--- src/rtl/alu_writeback.sv ---
// alu_writeback: write-back stage behind the 8-bit ALU.
// Captures ALU results into an 8x8 register file plus C/Z flags. A 2-entry
// skid buffer absorbs register-file stalls. The stage also drives the operand
// read ports and the ALU carry-in.
// Optional feature: define ALU_WB_BYPASS_EN to forward pending (uncommitted)
// results onto rs1_data/rs2_data/ci. The default build reads committed state only.

module alu_writeback #(
   parameter int unsigned DATA_W = 8,
   parameter int unsigned NREGS  = 8,
   parameter int unsigned ADDR_W = 3
) (
   input  logic              clk,
   input  logic              rst,
   input  logic              wb_valid,
   output logic              wb_ready,
   input  logic [ADDR_W-1:0] wb_dest,
   input  logic [DATA_W-1:0] wb_data,
   input  logic              wb_cout,
   input  logic              wb_zout,
   input  logic              wb_wr_reg,
   input  logic              wb_wr_flags,
   input  logic              rf_stall,
   input  logic [ADDR_W-1:0] rs1_addr,
   input  logic [ADDR_W-1:0] rs2_addr,
   output logic [DATA_W-1:0] rs1_data,
   output logic [DATA_W-1:0] rs2_data,
   output logic              ci,
   output logic              flag_c,
   output logic              flag_z
);

   typedef struct packed {
      logic [ADDR_W-1:0] dest;
      logic [DATA_W-1:0] data;
      logic              cout;
      logic              zout;
      logic              wr_reg;
      logic              wr_flags;
   } entry_t;

   // State
   entry_t            buf_q [2];
   logic              head_q;
   logic [1:0]        count_q;
   logic [DATA_W-1:0] regs_q [NREGS];
   logic              c_q;
   logic              z_q;

   // Next-state / control
   entry_t     in_e;
   entry_t     head_e;
   entry_t     commit_e;
   logic       xfer;
   logic       commit_head;
   logic       commit_direct;
   logic       commit_any;
   logic       enq;
   logic       wr_idx;
   logic       head_d;
   logic [1:0] count_d;

   // Ready depends on registered occupancy and reset only, never on wb_valid.
   assign wb_ready = !rst && (count_q != 2'd2);

   // Pack the incoming result and decide commit/enqueue for this edge.
   always_comb begin
      in_e.dest     = wb_dest;
      in_e.data     = wb_data;
      in_e.cout     = wb_cout;
      in_e.zout     = wb_zout;
      in_e.wr_reg   = wb_wr_reg;
      in_e.wr_flags = wb_wr_flags;

      head_e        = buf_q[head_q];
      xfer          = wb_valid && wb_ready;
      commit_head   = (count_q != 2'd0) && !rf_stall;
      // Empty buffer and no stall: the incoming entry bypasses the buffer.
      commit_direct = (count_q == 2'd0) && xfer && !rf_stall;
      commit_any    = commit_head || commit_direct;
      commit_e      = commit_head ? head_e : in_e;
      enq           = xfer && !commit_direct;

      // Slot after the last valid entry: head when empty, the other slot when one held.
      wr_idx        = head_q ^ count_q[0];
      head_d        = commit_head ? ~head_q : head_q;

      count_d = count_q;
      if (enq && !commit_head) begin
         count_d = count_q + 2'd1;
      end else if (!enq && commit_head) begin
         count_d = count_q - 2'd1;
      end
   end

   // Skid buffer storage and pointers; reset drops every pending entry.
   always_ff @(posedge clk or posedge rst) begin
      if (rst) begin
         buf_q[0] <= '0;
         buf_q[1] <= '0;
         head_q   <= 1'b0;
         count_q  <= 2'd0;
      end else begin
         if (enq) begin
            buf_q[wr_idx] <= in_e;
         end
         head_q  <= head_d;
         count_q <= count_d;
      end
   end

   // Register file and flag commit, at most one entry per edge.
   always_ff @(posedge clk or posedge rst) begin
      if (rst) begin
         for (int i = 0; i < int'(NREGS); i++) begin
            regs_q[i] <= '0;
         end
         c_q <= 1'b0;
         z_q <= 1'b0;
      end else if (commit_any) begin
         if (commit_e.wr_reg) begin
            regs_q[commit_e.dest] <= commit_e.data;
         end
         if (commit_e.wr_flags) begin
            c_q <= commit_e.cout;
            z_q <= commit_e.zout;
         end
      end
   end

   assign flag_c = c_q;
   assign flag_z = z_q;

`ifdef ALU_WB_BYPASS_EN
   entry_t tail_e;

   // Forward the youngest pending producer; later assignments win, so the
   // order below runs oldest to youngest: regs, head, tail, incoming.
   always_comb begin
      // Tail is the other slot only when both slots are occupied.
      tail_e   = buf_q[head_q ^ count_q[1]];

      rs1_data = regs_q[rs1_addr];
      rs2_data = regs_q[rs2_addr];
      ci       = c_q;

      if (count_q != 2'd0) begin
         if (head_e.wr_reg && head_e.dest == rs1_addr) rs1_data = head_e.data;
         if (head_e.wr_reg && head_e.dest == rs2_addr) rs2_data = head_e.data;
         if (head_e.wr_flags)                          ci       = head_e.cout;
      end
      if (count_q == 2'd2) begin
         if (tail_e.wr_reg && tail_e.dest == rs1_addr) rs1_data = tail_e.data;
         if (tail_e.wr_reg && tail_e.dest == rs2_addr) rs2_data = tail_e.data;
         if (tail_e.wr_flags)                          ci       = tail_e.cout;
      end
      if (xfer) begin
         if (wb_wr_reg && wb_dest == rs1_addr) rs1_data = wb_data;
         if (wb_wr_reg && wb_dest == rs2_addr) rs2_data = wb_data;
         if (wb_wr_flags)                      ci       = wb_cout;
      end
   end
`else
   // Committed state only; upstream holds dependent ops until the buffer drains.
   always_comb begin
      rs1_data = regs_q[rs1_addr];
      rs2_data = regs_q[rs2_addr];
      ci       = c_q;
   end
`endif

endmodule

--- config.mk ---
export PLATFORM = sky130hd
export DESIGN_NAME = alu_writeback
export DESIGN_NICKNAME = d
export VERILOG_FILES = /design/src/rtl/alu_writeback.sv
export SDC_FILE = /design/constraint.sdc
export NUM_CORES = 1
export LEC_CHECK = 0
export ABC_AREA = 1
export BUFFER_PORTS_ARGS = -buffer_cell sky130_fd_sc_hd__buf_2
export CAP_MARGIN = 10
export CORE_MARGIN = 4
export CORE_UTILIZATION = 62
export CTS_BUF_LIST = sky130_fd_sc_hd__clkbuf_2 sky130_fd_sc_hd__clkbuf_4 sky130_fd_sc_hd__clkbuf_8
export DETAILED_ROUTE_END_ITERATION = 6
export PLACE_DENSITY_LB_ADDON = 0.05
export SETUP_SLACK_MARGIN = 0.5
export SYNTH_ARGS = -nofsm -noshare
export SYNTH_HDL_FRONTEND = slang
export SYNTH_SLANG_ARGS = --single-unit
--- constraint.sdc ---
create_clock -name clk -period 5.2 [get_ports clk]
set_input_delay 1.04 -clock clk [delete_from_list [all_inputs] [get_ports clk]]
set_output_delay 1.04 -clock clk [all_outputs]
set_load 0.005 [all_outputs]
# After elaboration in Yosys (flattened, before gate mapping)
# Index checks and enable logic that the tools add are counted.
# classes
add_sub_neg	2
multipliers	0
div	0
magnitude_cmp	7
n_eq_ne	1
shift	0
n_mux	18
bitwise	7
reduce_logical	21
# op_table
cell	count
15-bit 2-to-1 mux	5
64-bit bitwise mux	1
8-bit binary-select mux with 3-bit select	2
8-bit 2-to-1 mux	5
30-bit bitwise mux	1
8-bit demux with 3-bit select	1
15-bit demux with 1-bit select	1
4-bit >= comparator (second input constant)	3
3-bit NOT with 4-bit output	3
1-bit logical AND	10
1-bit logical NOT	5
2-bit >= comparator (second input constant)	2
4-bit by 1-bit less-than comparator with 1-bit output (second input constant)	1
2-bit 2-to-1 mux	2
1-bit NOT with 2-bit output	2
2-bit AND reduction	2
2-bit nonzero test	2
2-bit by 1-bit adder with 2-bit output (second input constant)	1
2-bit logical NOT	1
2-bit by 1-bit less-than comparator with 1-bit output (second input constant)	1
2-bit inequality test (second input constant)	1
2-bit by 1-bit subtractor with 2-bit output (second input constant)	1
1-bit logical OR	1
1-bit NOT	1
1-bit bitwise XOR	1
# word_totals
regBits	99
latch_bits	0
ram_bits	0
rom_bits	0
in_bits	25
output_inout_bits	20
word_cells	80
n_memories	0

# Longest topological paths before layout
# depth
word_depth	11
ltp_mapped	11
depth_no_buf	10

# Worst setup path after synthesis
# No wires, ideal clock.
# synth_path
kind	in2reg
start	input rst
end	register count_q[1]
setup_time_ps	130
t_arrival_ps	4526
t_required_ps	5070
setup_slack_ps	544
cell_stages	8
n_path_buf	0
cell_sequence	inv_1 > nand3_1 > nor2_4 > nor2_2 > ha_1 > a21oi_1 > o21ai_0 > xnor2_1
# synth_between
elab_chain_len	10
word_cells_on_any_way	12
cone_classes	mux: 1; reduce/logical: 11
# synth_lines
element	line_no	text
start: declaration	14	input logic rst,
1-bit logical NOT (no line) *	n/a	
1-bit logical AND *	64	assign wb_ready = !rst && (count_q != 2'd2);
1-bit logical AND *	76	xfer = wb_valid && wb_ready;
1-bit logical AND (2 in series)	79	commit_direct = (count_q == 2'd0) && xfer && !rf_stall;
1-bit logical NOT	82	enq = xfer && !commit_direct;
1-bit logical AND *	82	
1-bit logical NOT	91	end else if (!enq && commit_head) begin
1-bit logical AND	91	
2-bit nonzero test (no line)	n/a	
end signal: assignment	108	count_q <= count_d;
end: declaration	45	logic [1:0] count_q;
# Every way passes the cells marked *; elsewhere a longest branch is shown, timed or not.
# A chain may end at the register's enable or synchronous reset.

# Worst setup path after layout
# layout_path
start	input rs1_addr[0]
end	output rs1_data[0]
# layout_between
elab_chain_len	4
# layout_lines
element	line_no	text
start: declaration	24	input logic [ADDR_W-1:0] rs1_addr,
3-bit NOT with 4-bit output (implied by the code)	166	rs1_data = regs_q[rs1_addr];
8-bit binary-select mux with 3-bit select	166	
8-bit 2-to-1 mux (implied by the code) (2 in series)	166	
end: declaration	26	output logic [DATA_W-1:0] rs1_data,
# No other way between the ends. The select of a mux whose other input is x is not followed.

==> flow_summary.rst <==
.. list-table::
   :header-rows: 1

   * - Metric
     - Value
   * - Top cells by count, synth
     - sky130_fd_sc_hd__nand2_1 (191), sky130_fd_sc_hd__o21ai_0 (133), sky130_fd_sc_hd__dfrtp_1 (99), sky130_fd_sc_hd__nand3_1 (65), sky130_fd_sc_hd__nand2_2 (58)
   * - Critical Path Source Type
     - input pin
   * - Fin. max-slew vios
     - 0
   * - Initial DRT Pass Iterations
     - 5
   * - Most used standard cell by instance count after synthesis
     - sky130_fd_sc_hd__nand2_1
   * - Vertical die dimension
     - between 100 and 150 um
   * - Clk sink count
     - 99
   * - Areal power density over the cells
     - a little over 500 mW/mm2
   * - Buffer count from post-CTS setup fixing
     - 0
   * - Leading area contributor after synthesis
     - sky130_fd_sc_hd__dfrtp_1
   * - Final Net Count
     - ~800
   * - Reg-to-reg critical path endpoint
     - regs_q[63]
   * - Yosys warns
     - 0
   * - Number of enable flip-flop cells after synthesis
     - 0
   * - Final period utilization
     - slightly above 70%
   * - Summed instance area of the synthesized netlist
     - 0.005861 mm2
   * - Setup CP Type
     - input pin to output port
   * - Clock transition at the register clock pins on the worst setup and hold paths after CTS
     - approximately 0.10 ns
   * - Clock root buffer
     - sky130_fd_sc_hd__clkbuf_8
   * - Post-Syn Instances
     - between 700 and 800
   * - Total number of H-tree levels
     - 3
   * - Number of nets with antenna violations after detailed routing
     - 0
   * - Residual overflow from global routing
     - 0
   * - Post-DR vias/cell
     - roughly 5.7
   * - Sequential cell area
     - between 0.002 and 0.0025 mm2
   * - WL final
     - approximately 15 mm
   * - Fraction of layout cells with a size suffix above 1
     - between 20% and 30%
   * - Hold_ws
     - just under 0.5 ns
   * - Cell variety after synth
     - 28
   * - Crit path arrival time
     - 2.72 ns
   * - Starting Density
     - between 60 and 70%
   * - Final total negative setup slack
     - 0 ns
   * - Post-synth net total
     - roughly 790
   * - Worst r2r src
     - head_q
   * - Standard cell with the maximum stage delay on the critical path
     - sky130_fd_sc_hd__buf_2
   * - Clock Latency Late Sink
     - approximately 0.37 ns
   * - Worst setup startpoint
     - rs1_addr[0]
   * - Global Route Usage Sum
     - roughly 28%
   * - Wire length of the first global-routing pass
     - 24.82 mm
   * - N_diodes
     - 0
   * - Status
     - finished clean
   * - Routed vias
     - about 5.2k
   * - Tightest slew margin relative to the limit
     - between 30% and 40%
   * - Maximum cell stage delay along the critical path
     - between 0.5 and 0.6 ns
   * - Worst IR drop on VDD
     - between 500 and 600 uV
   * - Number of inserted filler cells in the final layout
     - approximately 800
   * - Final number of setup-violating endpoints
     - 0
   * - Synth top area cells
     - sky130_fd_sc_hd__dfrtp_1 (42%), sky130_fd_sc_hd__nand2_1 (12%), sky130_fd_sc_hd__o21ai_0 (11%)
   * - Number of input and output port buffers inserted
     - 44
   * - Core outline area
     - slightly above 0.009 mm2
   * - Min Clock Period, post-route
     - approximately 3.8 ns
   * - Tightest Hold Check Type
     - flip-flop to flip-flop
   * - Residual DRC
     - 0
   * - Clock Path Buffers
     - 2
   * - Area growth syn-to-layout
     - 6.149%
   * - Bufs and invs on worst path
     - 3
   * - Setup repair after global routing missed its margin
     - false
   * - Cells along the critical path
     - buf_2 > inv_1 > nor2_1 > o21ai_0 > nand2_1 > nand2_1 > buf_2
   * - Half-perimeter wire length after placement
     - about 10 mm
   * - Area taken by multi-input logic gates
     - between 0.003 and 0.004 mm2
   * - Post-synthesis async set-or-reset flop share
     - between 90% and 100%
   * - # rows
     - 35
   * - Flop2flop setup slack
     - ~2.8 ns
   * - Data required, critical path
     - between 4 and 5 ns
   * - Initial antenna violation count
     - 0
   * - Pin slew with the least headroom to its limit
     - 0.9507 ns
   * - Leakage component of the power
     - about 3.2 nW
   * - Die outline area
     - roughly 0.011 mm2
   * - Yosys reg bits
     - 99
   * - Post-synth top area share
     - a little over two fifths
   * - Via count of the first global-routing pass
     - 4945
   * - Upper clock frequency limit
     - 266.3 MHz
   * - DRC violation total after the first TritonRoute iteration
     - around 390
   * - Die W
     - 105.2 um
   * - GPL Wtd Cong
     - around 0.92
   * - CTS resizes
     - 0
   * - Crit end category
     - output port
   * - Number of violations of the max-capacitance limit
     - 0
   * - Highest net fanout along the worst path
     - 49
   * - Synthesized area per cell
     - between 7 and 8 um2
   * - Final Hold Vio Count
     - 0
   * - CTS tree
     - yes
   * - Worst reg-to-reg path cell count
     - 8
   * - Routed WL per cell
     - about 16 um
   * - Largest net degree at the start of global routing
     - 73
   * - Capture point of the critical path
     - rs1_data[0]
   * - Ports
     - 45
   * - Synth Flop Type
     - sky130_fd_sc_hd__dfrtp_1
   * - Hold buffer count at CTS
     - 0
   * - Cts bufs inserted
     - 9
   * - Clock skew
     - between 0.007 and 0.008 ns
   * - Sequential fraction of the synthesis area
     - 42.27%
   * - Path length in cells of the critical path
     - 7
   * - CP top delay family
     - buffers and inverters
## cells by family (layout without fill, tap and decap cells)
| family | Yosys count | after routing | synth area share (%) |
|---|---|---|---|
| flip-flops | 99 | 99 | 42.27 |
| AO/OA/AOI/OAI | 187 | 187 | 17.31 |
| AND/OR/NAND/NOR | 384 | 384 | 33.24 |
| XOR/XNOR | 4 | 4 | 0.5979 |
| adder cells (fa/ha/maj) | 1 | 1 | 0.2135 |
| buffers and inverters | 84 | 104 | 6.362 |
## where the power goes
group / internal [mW] / total (mW) / switching, mW
sequential: 1.10 / 1.41 / 0.307
clock: 0.177 / 0.463 / 0.286
combinational: 0.442 / 1.32 / 0.876
## state kept, by name, indices dropped and copies added (netlist names)
signal	count
regs_q	64
buf_q	30
count_q	2
ci	1
flag_z	1
head_q	1
## per-layer routing
layer	vias up	GRT usage, %	part of all wire (%)
li1	2506	-	-
met1	2479	40.24	45
met2	191	42.44	45
met3	34	4.593	7.1
met4	0	9.934	2.7
met5	-	0	0
## through the flow
step / cell area [um2] / util, % / power, mW / std cells / setup slack (ns)
floorplan: 5861 / - / 2.374 / 759 / 0.5443
global placement: 6047 / 65.44 / 2.659 / 893 / 1.544
global route: 6221 / 67.33 / 3.437 / 908 / 1.287
finish: 6221 / 67.33 / 3.186 / 908 / 1.445
detailed placement: 6047 / 65.44 / 2.720 / 893 / 1.503
CTS: 6221 / 67.33 / 3.179 / 908 / 1.501
## how the worst min path moves through the flow
stage,start,endpoint,slack (ns),depth (start not counted)
2_1_floorplan,regs_q[48],regs_q[48],0.44,2
3_3_place_gp,buf_q[26],buf_q[26],0.46,2
3_5_place_dp,buf_q[26],buf_q[26],0.47,2
4_1_cts,regs_q[48],regs_q[48],0.49,2
5_1_grt,regs_q[48],regs_q[48],0.52,2
6_report,buf_q[26],buf_q[26],0.49,2
## final cells by class
class                           instances  share of cell area, %
Timing Repair Buffer                   45                  3.660
Clock inverter                          6                 0.8045
Inverter                               44                  2.735
Sequential cell                        99                  39.82
Clock buffer                            9                  1.991
Tap cell                              129                  2.595
Multi-Input combinational cell        576                  48.39
## layout by cell type, fill, tap and decap left out, types with 5 or more instances in the layout
master,count
sky130_fd_sc_hd__nand2_1,191
sky130_fd_sc_hd__o21ai_0,133
sky130_fd_sc_hd__dfrtp_1,99
sky130_fd_sc_hd__nand3_1,65
sky130_fd_sc_hd__nand2_2,58
sky130_fd_sc_hd__buf_2,44
sky130_fd_sc_hd__inv_1,40
sky130_fd_sc_hd__nor2_1,36
sky130_fd_sc_hd__a21oi_1,34
sky130_fd_sc_hd__nand2_4,11
sky130_fd_sc_hd__o21ai_2,9
sky130_fd_sc_hd__clkbuf_8,9
sky130_fd_sc_hd__or2_2,8
sky130_fd_sc_hd__o211ai_1,8
sky130_fd_sc_hd__nor2_4,6
sky130_fd_sc_hd__nor2_8,5
## worst reg2reg max path: cells and delay by family (launching register included)
kind	cells	cell delay (ns)
buffers and inverters	1	0.33
DFF	1	0.66
and+or+nand+nor	7	1.35
(Power assumes the default switching activity.)
